**src/rtl/ddr_arb_pkg.sv**
```systemverilog
// Shared types for the DDR Avalon-MM arbiter.
//   arb_state_t : arbiter FSM states
//   tag_t       : read-return tag {requester id, burst length}
//   rr_next     : next round-robin index, wrapping to 0 after n-1
package ddr_arb_pkg;

  // Sized for the largest supported configuration (8 requesters, 8-bit burstcount).
  localparam int unsigned TAG_ID_W    = 3;
  localparam int unsigned TAG_BURST_W = 8;

  typedef enum logic [1:0] {
    IDLE,
    GRANT,
    WBURST
  } arb_state_t;

  typedef struct packed {
    logic [TAG_ID_W-1:0]    id;
    logic [TAG_BURST_W-1:0] burst;
  } tag_t;

  function automatic int unsigned rr_next(input int unsigned cur, input int unsigned n);
    return (cur + 1 >= n) ? 0 : cur + 1;
  endfunction

endpackage

```
**src/rtl/ddr_arb_tag_fifo.sv**
```systemverilog
// Synchronous FIFO holding read-return tags in command order.
//   clk, reset : clock, synchronous active-high reset (clears occupancy)
//   push, din  : write side; a push is accepted when not full, or when full
//                and a pop happens in the same cycle
//   pop, dout  : read side; dout shows the head entry (valid when !empty)
//   full, empty, count : occupancy status
module ddr_arb_tag_fifo #(
  parameter int unsigned DEPTH = 8,
  parameter int unsigned WIDTH = 11
) (
  input  logic                     clk,
  input  logic                     reset,
  input  logic                     push,
  input  logic [WIDTH-1:0]         din,
  input  logic                     pop,
  output logic [WIDTH-1:0]         dout,
  output logic                     full,
  output logic                     empty,
  output logic [$clog2(DEPTH):0]   count
);

  localparam int unsigned AW = $clog2(DEPTH);

  logic [WIDTH-1:0] mem [DEPTH];
  logic [AW-1:0]    wr_ptr;
  logic [AW-1:0]    rd_ptr;
  logic             do_push;
  logic             do_pop;

  assign full    = (count == (AW+1)'(DEPTH));
  assign empty   = (count == '0);
  assign do_pop  = pop && !empty;
  assign do_push = push && (!full || do_pop);
  assign dout    = mem[rd_ptr];

  always_ff @(posedge clk) begin
    if (reset) begin
      wr_ptr <= '0;
      rd_ptr <= '0;
      count  <= '0;
    end else begin
      if (do_push) wr_ptr <= wr_ptr + 1'b1;
      if (do_pop)  rd_ptr <= rd_ptr + 1'b1;
      case ({do_push, do_pop})
        2'b10:   count <= count + 1'b1;
        2'b01:   count <= count - 1'b1;
        default: count <= count;
      endcase
    end
  end

  always_ff @(posedge clk) begin
    if (do_push) mem[wr_ptr] <= din;
  end

endmodule

```
**src/rtl/ddr_avl_arbiter.sv**
```systemverilog
// Round-robin arbiter sharing one DDR controller Avalon-MM local port between
// NREQ masters. Write bursts lock the grant; read responses are steered back
// in order using a tag FIFO.
//   clk_clk, reset_reset      : clock, synchronous active-high reset
//   req_*                     : per-requester Avalon-MM slave side (flat slices)
//   amm_*                     : master side towards the memory controller
//   amm_ready                 : controller calibration done; gates arbitration
// Optional macro DDR_ARB_PERF_CNT_EN adds saturating perf_grant_cnt (32 bits per
// requester) and perf_stall_cnt outputs.
module ddr_avl_arbiter
  import ddr_arb_pkg::*;
#(
  parameter int unsigned NREQ      = 3,
  parameter int unsigned ADDR_W    = 25,
  parameter int unsigned DATA_W    = 64,
  parameter int unsigned BURST_W   = 3,
  parameter int unsigned TAG_DEPTH = 8
) (
  input  logic                     clk_clk,
  input  logic                     reset_reset,
  input  logic [NREQ*ADDR_W-1:0]   req_address,
  input  logic [NREQ*BURST_W-1:0]  req_burstcount,
  input  logic [NREQ-1:0]          req_read,
  input  logic [NREQ-1:0]          req_write,
  input  logic [NREQ*DATA_W-1:0]   req_writedata,
  input  logic [NREQ*DATA_W/8-1:0] req_byteenable,
  output logic [NREQ-1:0]          req_waitrequest,
  output logic [DATA_W-1:0]        req_readdata,
  output logic [NREQ-1:0]          req_readdatavalid,
  output logic [ADDR_W-1:0]        amm_address,
  output logic [BURST_W-1:0]       amm_burstcount,
  output logic                     amm_read,
  output logic                     amm_write,
  output logic [DATA_W-1:0]        amm_writedata,
  output logic [DATA_W/8-1:0]      amm_byteenable,
  input  logic                     amm_waitrequest,
  input  logic [DATA_W-1:0]        amm_readdata,
  input  logic                     amm_readdatavalid,
  input  logic                     amm_ready
`ifdef DDR_ARB_PERF_CNT_EN
  ,
  output logic [NREQ*32-1:0]       perf_grant_cnt,
  output logic [31:0]              perf_stall_cnt
`endif
);

  localparam int unsigned GW = $clog2(NREQ);

  arb_state_t          state;
  logic [GW-1:0]       gnt;
  logic [GW-1:0]       rr_ptr;
  logic [BURST_W-1:0]  wbeats;

  logic [NREQ-1:0]     req_any;
  logic [GW-1:0]       pick;
  logic                pick_valid;

  logic [ADDR_W-1:0]   sel_addr;
  logic [BURST_W-1:0]  sel_burst;
  logic [DATA_W-1:0]   sel_wdata;
  logic [DATA_W/8-1:0] sel_be;
  logic                sel_rd;
  logic                sel_wr;

  tag_t                push_tag;
  tag_t                head;
  logic                fifo_push;
  logic                fifo_pop;
  logic                fifo_full;
  logic                fifo_empty;
  logic [$clog2(TAG_DEPTH):0] fifo_count;

  logic [BURST_W-1:0]  rd_left;
  logic [BURST_W-1:0]  rd_cur;
  logic                rd_beat;
  logic                err_q;

  assign req_any = req_read | req_write;

  // First active requester at or after rr_ptr, cyclically.
  always_comb begin
    pick       = '0;
    pick_valid = 1'b0;
    for (int unsigned k = 0; k < NREQ; k++) begin
      if (!pick_valid && req_any[(32'(rr_ptr) + k) % NREQ]) begin
        pick       = GW'((32'(rr_ptr) + k) % NREQ);
        pick_valid = 1'b1;
      end
    end
  end

  always_comb begin
    sel_addr  = req_address[32'(gnt)*ADDR_W +: ADDR_W];
    sel_burst = req_burstcount[32'(gnt)*BURST_W +: BURST_W];
    sel_wdata = req_writedata[32'(gnt)*DATA_W +: DATA_W];
    sel_be    = req_byteenable[32'(gnt)*(DATA_W/8) +: DATA_W/8];
    sel_rd    = req_read[gnt];
    sel_wr    = req_write[gnt];
  end

  // Granted requester drives the controller; reads are held off while every
  // tag slot is occupied so read data can always be routed.
  always_comb begin
    amm_address     = '0;
    amm_burstcount  = '0;
    amm_read        = 1'b0;
    amm_write       = 1'b0;
    amm_writedata   = '0;
    amm_byteenable  = '0;
    req_waitrequest = '1;
    if (state != IDLE) begin
      amm_address    = sel_addr;
      amm_burstcount = sel_burst;
      amm_writedata  = sel_wdata;
      amm_byteenable = sel_be;
      if (state == GRANT) begin
        amm_read  = sel_rd && !fifo_full;
        amm_write = sel_wr && !sel_rd;
      end else begin
        amm_write = sel_wr;
      end
      for (int unsigned i = 0; i < NREQ; i++) begin
        if (gnt == GW'(i)) begin
          req_waitrequest[i] = amm_waitrequest || (state == GRANT && sel_rd && fifo_full);
        end
      end
    end
  end

  always_ff @(posedge clk_clk) begin
    if (reset_reset) begin
      state  <= IDLE;
      gnt    <= '0;
      rr_ptr <= '0;
      wbeats <= '0;
    end else begin
      case (state)
        IDLE: begin
          if (amm_ready && pick_valid) begin
            gnt   <= pick;
            state <= GRANT;
          end
        end
        GRANT: begin
          if (amm_read && !amm_waitrequest) begin
            state  <= IDLE;
            rr_ptr <= GW'(rr_next(32'(gnt), NREQ));
          end else if (amm_write && !amm_waitrequest) begin
            if (sel_burst == BURST_W'(1)) begin
              state  <= IDLE;
              rr_ptr <= GW'(rr_next(32'(gnt), NREQ));
            end else begin
              wbeats <= sel_burst - BURST_W'(1);
              state  <= WBURST;
            end
          end
        end
        WBURST: begin
          if (amm_write && !amm_waitrequest) begin
            if (wbeats == BURST_W'(1)) begin
              state  <= IDLE;
              rr_ptr <= GW'(rr_next(32'(gnt), NREQ));
            end else begin
              wbeats <= wbeats - BURST_W'(1);
            end
          end
        end
        default: state <= IDLE;
      endcase
    end
  end

  assign fifo_push = (state == GRANT) && amm_read && !amm_waitrequest;
  assign push_tag  = '{id: TAG_ID_W'(gnt), burst: TAG_BURST_W'(sel_burst)};

  ddr_arb_tag_fifo #(
    .DEPTH (TAG_DEPTH),
    .WIDTH ($bits(tag_t))
  ) u_tag_fifo (
    .clk   (clk_clk),
    .reset (reset_reset),
    .push  (fifo_push),
    .din   (push_tag),
    .pop   (fifo_pop),
    .dout  (head),
    .full  (fifo_full),
    .empty (fifo_empty),
    .count (fifo_count)
  );

  // rd_left==0 means the head burst has not started; load its length on the
  // first beat and pop on the last one.
  always_comb begin
    rd_beat           = amm_readdatavalid && !fifo_empty;
    rd_cur            = (rd_left == '0) ? BURST_W'(head.burst) : rd_left;
    fifo_pop          = rd_beat && (rd_cur == BURST_W'(1));
    req_readdata      = amm_readdata;
    req_readdatavalid = '0;
    for (int unsigned i = 0; i < NREQ; i++) begin
      req_readdatavalid[i] = rd_beat && (32'(head.id) == i);
    end
  end

  always_ff @(posedge clk_clk) begin
    if (reset_reset) begin
      rd_left <= '0;
      err_q   <= 1'b0;
    end else begin
      if (rd_beat) rd_left <= fifo_pop ? '0 : rd_cur - BURST_W'(1);
      if (amm_readdatavalid && fifo_empty) err_q <= 1'b1;
    end
  end

  always_ff @(posedge clk_clk) begin
    if (!reset_reset) begin
      assert (!err_q);
      assert (!(state == WBURST && sel_rd));
      assert (32'(fifo_count) <= TAG_DEPTH);
      assert (fifo_empty || (32'(head.id) < NREQ && head.burst != '0 &&
                             (32'(head.burst) >> BURST_W) == 0));
    end
  end

`ifdef DDR_ARB_PERF_CNT_EN
  logic [31:0] grant_cnt [NREQ];
  logic [31:0] stall_cnt;

  always_ff @(posedge clk_clk) begin
    if (reset_reset) begin
      for (int unsigned i = 0; i < NREQ; i++) grant_cnt[i] <= '0;
      stall_cnt <= '0;
    end else begin
      for (int unsigned i = 0; i < NREQ; i++) begin
        if (state == IDLE && amm_ready && pick_valid && pick == GW'(i) && grant_cnt[i] != '1)
          grant_cnt[i] <= grant_cnt[i] + 32'd1;
      end
      if (amm_waitrequest && (amm_read || amm_write) && stall_cnt != '1)
        stall_cnt <= stall_cnt + 32'd1;
    end
  end

  always_comb begin
    perf_grant_cnt = '0;
    for (int unsigned i = 0; i < NREQ; i++) perf_grant_cnt[i*32 +: 32] = grant_cnt[i];
    perf_stall_cnt = stall_cnt;
  end
`endif

endmodule

```
**config.mk**
```make
export PLATFORM = sky130hd
export DESIGN_NAME = ddr_avl_arbiter
export DESIGN_NICKNAME = d
export VERILOG_FILES = /design/src/rtl/ddr_arb_pkg.sv /design/src/rtl/ddr_arb_tag_fifo.sv /design/src/rtl/ddr_avl_arbiter.sv
export SDC_FILE = /design/constraint.sdc
export NUM_CORES = 1
export LEC_CHECK = 0
export CAP_MARGIN = 20
export CORE_AREA = 2 2 214 216
export DETAILED_ROUTE_END_ITERATION = 10
export DIE_AREA = 0 0 216 218
export PLACE_DENSITY = 0.42
export SYNTH_ARGS = -nofsm -noshare
export SYNTH_HDL_FRONTEND = slang
export SYNTH_SLANG_ARGS = --single-unit
```
**constraint.sdc**
```tcl
create_clock -name clk_clk -period 3.77 [get_ports clk_clk]
set_input_delay 1.131 -clock clk_clk [delete_from_list [all_inputs] [get_ports clk_clk]]
set_output_delay 1.131 -clock clk_clk [all_outputs]
set_load 0.02 [all_outputs]
```
Word-level counts from Yosys, hierarchy flattened
Memories as Yosys holds them, arrays and structs flattened. A register that Yosys moved wholly into a read port is not among the register bits.
Cells that the tools add are included.
{"block": "totals", "ff_bits": 22, "ram_bits": 40, "inputBits": 375, "out_inout_bits": 172, "wordCells": 148, "mem_count": 1}
{"block": "classes", "n_addsub": 10, "mul": 2, "n_div": 3, "n_lt_le_gt_ge": 5, "eq_ne": 21, "shifts": 4, "mux": 55, "bitwise_logic": 1, "reduce_logical": 38}
{"memory": "u_tag_fifo.mem", "words": 8, "word_bits": 5, "read_ports": 1, "rd_ports_with_merged_regs": 1, "write_ports": 1, "line": "ddr_arb_tag_fifo.sv:24", "text": "logic [WIDTH-1:0] mem [DEPTH];"}
{"cell": "indexed part select 192 x 9 -> 64 bit", "n": 1}
{"cell": "< comparator 32 x 3 -> 1 bit, second input constant", "n": 3}
{"cell": "indexed part select 75 x 8 -> 25 bit", "n": 1}
{"cell": "modulo 32 x 2 -> 32 bit, second input constant", "n": 2}
{"cell": "2-to-1 mux 64 bit", "n": 1}
{"cell": "2-to-1 mux 3 bit", "n": 11}
{"cell": "modulo 2 x 2 -> 32 bit, second input constant", "n": 1}
{"cell": "2-to-1 mux 2 bit", "n": 15}
{"cell": "2-to-1 mux 25 bit", "n": 1}
{"cell": "indexed part select 24 x 6 -> 8 bit", "n": 1}
{"cell": "logical AND 1 bit", "n": 18}
{"cell": "2-to-1 mux 1 bit", "n": 17}
{"cell": "inequality test 2 bit, second input constant", "n": 7}
{"cell": "equality test 3 x 1 -> 1 bit, second input constant", "n": 4}
{"cell": "binary-select mux 1 bit (select 2 bit)", "n": 5}
{"cell": "indexed part select 9 x 5 -> 3 bit", "n": 1}
{"cell": "subtractor 3 x 1 -> 3 bit, second input constant", "n": 3}
{"cell": "2-to-1 mux 8 bit", "n": 1}
{"cell": "case mux 4 bit (2 select lines)", "n": 1}
{"cell": "multiplier 2 x 5 -> 7 bit, second input constant", "n": 1}
{"cell": "adder 2 x 1 -> 3 bit, second input constant", "n": 2}
{"cell": "adder 3 x 1 -> 3 bit, second input constant", "n": 2}
{"cell": "equality test 2 x 1 -> 1 bit, second input constant", "n": 3}
{"cell": "equality test 2 bit, second input constant", "n": 3}
{"cell": "23 further kinds", "n": 34}

Logic depth before layout (Yosys ltp)
{"block": "logic_depth", "ltp_word": 13, "depth_mapped": 15, "ltp_nobuf": 14}

By module
Synthesis repeated with hierarchy kept, for this count alone.
{"block": "hier_totals", "cells_unflattened": 879, "hier_area_um2": 8130.3}
{"mod": "ddr_avl_arbiter", "n_inst": 1, "cells_per_inst": 667, "area_each_um2": 4080.2, "seq_area_each_um2": 240.2}
{"mod": "ddr_arb_tag_fifo", "n_inst": 1, "cells_per_inst": 212, "area_each_um2": 4050.1, "seq_area_each_um2": 2902.8}

Worst setup path after synthesis
No wires, ideal clock.
{"block": "synth_timing", "kind": "register -> register", "startpoint": "register with a tool-made name", "endpoint": "register u_tag_fifo.count[3]", "setup_ns": 0.071, "arrival_ns": 3.203, "t_required_ns": 3.699, "slack_ns": 0.497, "stages_incl_launch_ff": 15, "path_buffers": 1, "period_less_slack_ns": 3.273, "path_cell_list": "dfxtp_1 > buf_6 > mux4_1 > mux2_2 > a21oi_1 > ha_1 > nand2b_1 > a21oi_4 > and2_2 > ha_1 > nor4bb_1 > a21oi_1 > o21a_1 > or3_1 > a21oi_1"}
{"item": "end signal, assigned", "line": "ddr_arb_tag_fifo.sv:45", "text": "2'b10: count <= count + 1'b1;"}
{"item": "end signal, assigned", "line": "ddr_arb_tag_fifo.sv:46", "text": "2'b01: count <= count - 1'b1;"}
{"item": "end signal, assigned", "line": "ddr_arb_tag_fifo.sv:47", "text": "default: count <= count;"}
{"item": "end, declared", "line": "ddr_arb_tag_fifo.sv:19", "text": "output logic [$clog2(DEPTH):0] count"}

Worst setup path after layout
{"block": "layout_timing", "startpoint": "input req_byteenable[9]", "endpoint": "output amm_byteenable[1]"}
{"block": "layout_via", "elab_chain_len": 2}
{"item": "start, declared", "line": "ddr_avl_arbiter.sv:26", "text": "input logic [NREQ*DATA_W/8-1:0] req_byteenable,"}
{"item": "indexed part select 24 x 6 -> 8 bit", "line": "ddr_avl_arbiter.sv:96", "text": "sel_be = req_byteenable[32'(gnt)*(DATA_W/8) +: DATA_W/8];"}
{"item": "2-to-1 mux 8 bit", "line": "ddr_avl_arbiter.sv:111", "text": "if (state != IDLE) begin"}
{"item": "end, declared", "line": "ddr_avl_arbiter.sv:35", "text": "output logic [DATA_W/8-1:0] amm_byteenable,"}
No other way between the ends.

==> results.cfg <==
[run_status]
outcome = completed

[synthesis]
syn_avg_cell_area_sq_um = 7.957
synth_xor_area_frac = 0.008456
yosys.area_share.simple = 0.2013
muxShareOfSynthArea = 0.2269
synth_top_area_frac = 0.1933
netlist_instances = 781
ys_ff_latch = 65
yosysSeqAreaShare = 0.2738
synthDistinctLibCells = 62
yosys-top-cells-area = edfxtp_1 19%, mux2i_1 18%, nor2_1 13%, a21oi_1 9.3%, dfxtp_1 8.1%
synth-edff-count = 40
synthAdderAreaFrac = 0.02778
synthArstFlopShare = 0
yosysWarnings = 0
synth_top_family_by_area = multiplexers
synth.cell_area_sq_mm = 0.006215
syn-num-nets = 1169
synth_flop_cell = edfxtp_1
synth-compound-area-share = 0.1399
synth_top_area_cell = edfxtp_1

[timing]
layout_worst_path_cycle_share = 0.9862
finalCriticalPeriod_ps = 3718
hold_viol = 0
max_freq_mhz = 269.0
fin_tns_setup_ps = 0
maxSlewHeadroom = 0.5533
worst_pin_slew_ps = 666.0
finalSetupViolations = 0
rsz0062_at_grt = true
slew_violations = 0
finalClockSkew_ps = 7.478

[placement]
dp_hpwl_um = 27400
dpl_cell_area_sq_mm = 0.01095
routabilityCongestion = 0.7855
io_buffers = 418
dp_cells = 1741

[floorplanning]
start_util = 0.1384
dieArea_sq_mm = 0.04709
core_area_sq_mm = 0.04489
die_y_um = 218
num_rows = 78
die_w_um = 216
io_pins = 547

[clocking]
holdBufCountCts = 0
cts-root-buf = clkbuf_16
clock_latency_ps = 330
htreeDepth = 3
cts_tree = yes
clockBufferDepth = 2
clkSlewWorstSetupHoldPaths_ps = 60
cts_made_buffers = 9
cts.sinks = 65

[routing]
drt_first_pass_iters = 5
wl_per_cell_um = 18.98
drt_wl_total_um = 33420
first_iter_violations = 349
antenna_left = 0
vias_per_cell = 3.936
drc_errors = 0
vias = 6931

[power_and_ir_drop]
pwr-share-comb = 0.406
leakage_nw = 4.474
p_clk_frac = 0.296
powerDensity_mw_per_mm2 = 227.9
p_int_w = 0.001785
swShare = 0.3101
switching_power_w = 0.0008024
power_frac_seq = 0.298
ir_drop_v = 0.0002014

[setup_path]
slowest_delay_ps = 620
required_ps = 2640
crit_arrival_ps = 2590
worst-path-stages = 6
worstPathMaxFanout = 1
cp-end-kind = output port
crit_path_cell_trace = clkdlybuf4s50_1 -> mux2i_1 -> nor2_1 -> a21oi_1 -> nor2_1 -> clkdlybuf4s50_1
path_delay_family = buffers and inverters
worstSetupPathType = in2out
crit_path_start_kind = input pin
regToRegEndpoint = u_tag_fifo.count[2]$_SDFFE_PP0P_
cp_num_buf_inv = 2
r2r_slack_ps = 270
slowest_stage = clkdlybuf4s50_1
worst-r2r-cell-count = 15

[cells_and_area]
synthToLayoutAreaGrowth_pct = 82.69
n_antenna_cell = 0
drive_gt1_frac = 0.1128
stdcell_count = 1761
final_nets = 1544
final_cell_area_sq_mm = 0.01135

[grt]
grt_pass1_wl_um = 46690
antenna_found_initial = 2
grt-ovfl-total = 0
track_usage = 0.1339
grt_max_degree = 70
grt_pass1_vias = 7034

[job]
drv_cap = 0

[min_path]
holdPathStages = 2
worstHoldStart = rr_ptr[1]$_SDFFE_PP0P_
min_to = rr_ptr[1]$_SDFFE_PP0P_
hold_class = reg2reg
cells in the final DEF (no fill, tap or decap), drive strengths merged, types with 8 or more instances in the layout:
master	n
clkdlybuf4s50	355
nor2	220
a21oi	117
mux2i	109
buf	80
edfxtp	40
dfxtp	25
dlymetal6s2s	24
dlygate4sd2	20
nand2	19
inv	14
ha	13
o21ai	10
mux4	10
clkbuf	9
nor3	9
nand2b	8
area by class of cell:
class	instances	area [sq um]
Fill cell	4956	33540
Timing Repair Buffer	480	4720
Multi-Input combinational cell	588	3850
Sequential cell	65	1710
Tap cell	600	750.7
Clock buffer	9	225.2
Clock inverter	7	52.55
Inverter	12	45.04
power groups by stage:
stage	logic [W]	registers [W]	clock network (W)
3_3_place_gp	0.00107	0.000789	0
6_report	0.00105	0.000772	0.000766
5_1_grt	0.00114	0.000773	0.000823
3_5_place_dp	0.00107	0.000789	0
4_1_cts	0.00107	0.000774	0.000797
2_1_floorplan	0.000507	0.000783	0
registers in the layout, summed over array words and instances, names as in the netlist, named ones only:
signal             cells
gnt                    2
state                  2
u_tag_fifo.mem        40
rd_left                3
wbeats                 3
rr_ptr                 2
u_tag_fifo.wr_ptr      3
u_tag_fifo.rd_ptr      3
u_tag_fifo.count       4
what timing repair did:
| item | 4_1_cts | 5_1_grt |
|---|---|---|
| pin swaps | 1 | 1 |
| setup endpoints to repair | 27 | 29 |
| setup buffers | 0 | 4 |
| resized for setup | 44 | 31 |
cells by family after synthesis:
group / Yosys count
simple gates: 291
compound gates: 153
buf+inv: 128
mux: 124
flops: 65
fa+ha+maj: 14
xor+xnor: 6
per-layer routing:
| metal | global-route usage | share of wire |
|---|---|---|
| met1 | 0.1581 | 0.40 |
| met3 | 0.04184 | 0.077 |
| met2 | 0.2383 | 0.51 |
| met5 | 0 | 0 |
| met4 | 0.02671 | 0.015 |
how the worst max path moves through the flow:
stage                      startpoint                          endpoint
floorplan                    register  u_tag_fifo.count[3]$_SDFFE_PP0P_
global placement          req_read[1]                req_waitrequest[1]
detailed placement        req_read[1]                req_waitrequest[1]
CTS                       req_read[1]                req_waitrequest[1]
global route              req_read[1]                req_waitrequest[1]
finish              req_byteenable[9]                 amm_byteenable[1]
Yosys cell counts (9+ instances only):
library cell    n
buf_4          65
o21ai_0         9
buf_2          13
ha_1           13
a21oi_1       115
clkbuf_1       29
nor2_1        220
nand2_1        19
dfxtp_1        25
mux2i_1       109
edfxtp_1       40
inv_1          10
through the flow:
step                hold slack, ps  utilization  worst slack (ps)  total power, W
floorplan                    454.8            -             496.5        0.001290
global placement             473.1       0.2438            -476.6        0.001857
detailed placement           480.9       0.2438            -515.3        0.001857
CTS                          489.9       0.2502            -37.07        0.002638
global route                 520.8       0.2529            -6.664        0.002732
finish                       482.5       0.2529             52.07        0.002587
worst register-to-register path, stage by stage (launching register included):
cell,delay (ps)
dfxtp_2,380
buf_4,190
mux4_1,590
mux2i_1,210
o31ai_1,140
ha_1,210
nand2b_1,110
a21oi_4,40
and2_2,260
ha_1,260
xor2_1,170
ha_1,180
a21oi_1,140
xor2_1,90
or3_1,310
a21oi_1,140
(Power assumes the default switching activity.)
==> RTL edit, RTL diff (config.mk and constraints unchanged) <==
The parameter `BURST_W` goes from 3 to 5.
--- a/src/rtl/ddr_avl_arbiter.sv
+++ b/src/rtl/ddr_avl_arbiter.sv
@@ -13,7 +13,7 @@
   parameter int unsigned NREQ      = 3,
   parameter int unsigned ADDR_W    = 25,
   parameter int unsigned DATA_W    = 64,
-  parameter int unsigned BURST_W   = 3,
+  parameter int unsigned BURST_W   = 5,
   parameter int unsigned TAG_DEPTH = 8
 ) (
   input  logic                     clk_clk,
Interface: changed (resized amm_burstcount and req_burstcount); port bits go from 547 to 555. The function was not compared with the original's and may differ.
==> RTL edit against the original RTL <==
Area after synthesis up 15%; die area did not move; wire length rose by 20%; design area rose by 9.9%; worst hold slack lost 9.2 ps; sequential cell count rose by 20; via count up 11%; non-clock buffer count rose by 12; worst setup slack got worse by 14 ps; critical path depth stayed put; maximum frequency decreased by 0.36%; largest cell class unchanged.
Power is not compared: it rests on default switching activity, and its combinational part moved more than twofold at a synthesized area within 25%.
==> RTL edit: results (changes against the original RTL) <==
| Metric | Value |
|---|---|
| Status | `complete, no violations` |
| Launching instance or port of the critical path | `req_writedata[73]` |
| Starting density of the core | `0.159 (+0.0202)` |
| Count of vias placed by the detailed router | `7,666 (+11%)` |
| Total routed wire length on the met1 layer | `16,400 um (+24%)` |
| Via-per-instance ratio | `4.15 (+5.4%)` |
| Inserted Diodes | `7 (+7)` |
| Routability cong. | `0.862 (+9.8%)` |
| Net count, final | `1,633 (+5.8%)` |
| Iteration-0 DRC Markers | `505 (+45%)` |
| Worst hold slack | `473 ps (-9.23 ps)` |
| DP HPWL | `32,700 um (+19%)` |
| Unique masters post-synth | `64 (+3.2%)` |
| Number of non-clock inverters in the layout | `20 (+8)` |
| Synth top cells by count | `sky130_fd_sc_hd__nor2_1, sky130_fd_sc_hd__mux2i_1, sky130_fd_sc_hd__a21oi_1` |
| Total length of routed met3 wires | `4280 um (+66%)` |
| Worst Skew | `6.67 ps (-0.805 ps)` |
| Depth of the most critical reg-to-reg path | `17 (+2)` |
| Share of cells above drive strength 1 | `0.111 (-0.00163)` |
| M3 GR Usage | `0.0608 (+0.0190)` |
| ClkCell Share | `0.0228 (-0.00171)` |
| Slew @ Worst Pin | `630 ps (-35.7 ps)` |
| Post-DP Area | `0.0121 mm2 (+10%)` |
| Portion of netlist area occupied by mux cells | `0.207 (-0.0199)` |
| Buffers excl. clock | `492 (+2.5%)` |
| Antenna violations before repair | `14 (+12)` |
| Capturing element of the worst setup path | `amm_writedata[9]` |
| Fillers | `4,835 (-2.4%)` |
| Post-Synth Adder-Cell Area | `0.0309 (+0.00315)` |
| Number of flops mapped to enable cells by yosys | `56 (+40%)` |
| Biggest regs | `u_tag_fifo.mem (56), rd_left (5), wbeats (5)` |
| NonClk Buf Share | `0.397 (-0.0182)` |
| Post-CTS sizing | `26 (-41%)` |
| Post-layout total power | `5.12 mW` |
| Register area share after synthesis | `0.318 (+0.0439)` |
| Crit path arrival time | `2600 ps (about the same)` |
| Synthesized net count | `1,252 (+7.1%)` |
| Via count of the first global-routing pass | `7,688 (+9.3%)` |
| Global router's overall resource usage | `0.162 (+0.0284)` |
| Worst min-delay path endpoint | `rd_left[0]` |
| Highest signal layer in the routed design | `met5` |
| Mean instance size in the synthesized netlist | `8.33 um2 (+4.6%)` |
## RTL edit: cell count changes in the layout (fill, tap and decap cells not counted), moves of 5 or more
cell	before	now
sky130_fd_sc_hd__edfxtp_1	40	56
sky130_fd_sc_hd__mux2i_1	105	117
sky130_fd_sc_hd__inv_1	10	20
sky130_fd_sc_hd__buf_12	7	16
sky130_fd_sc_hd__mux4_2	2	11
sky130_fd_sc_hd__nor2_1	218	227
sky130_fd_sc_hd__mux4_1	8	0
sky130_fd_sc_hd__diode_2	0	7
sky130_fd_sc_hd__a22oi_1	0	6
sky130_fd_sc_hd__dlymetal6s2s_1	24	30
sky130_fd_sc_hd__dfxtp_1	22	27
## RTL edit: metrics by stage
step / utilization / setup TNS (ps) / setup WS (ps)
floorplan: - / 0 / 433
global placement: 0.269 / -2080 / -429
detailed placement: 0.269 / -2070 / -434
CTS: 0.275 / 0 / 5.04
global route: 0.278 / 0 / 1.50
finish: 0.278 / 0 / 38.6
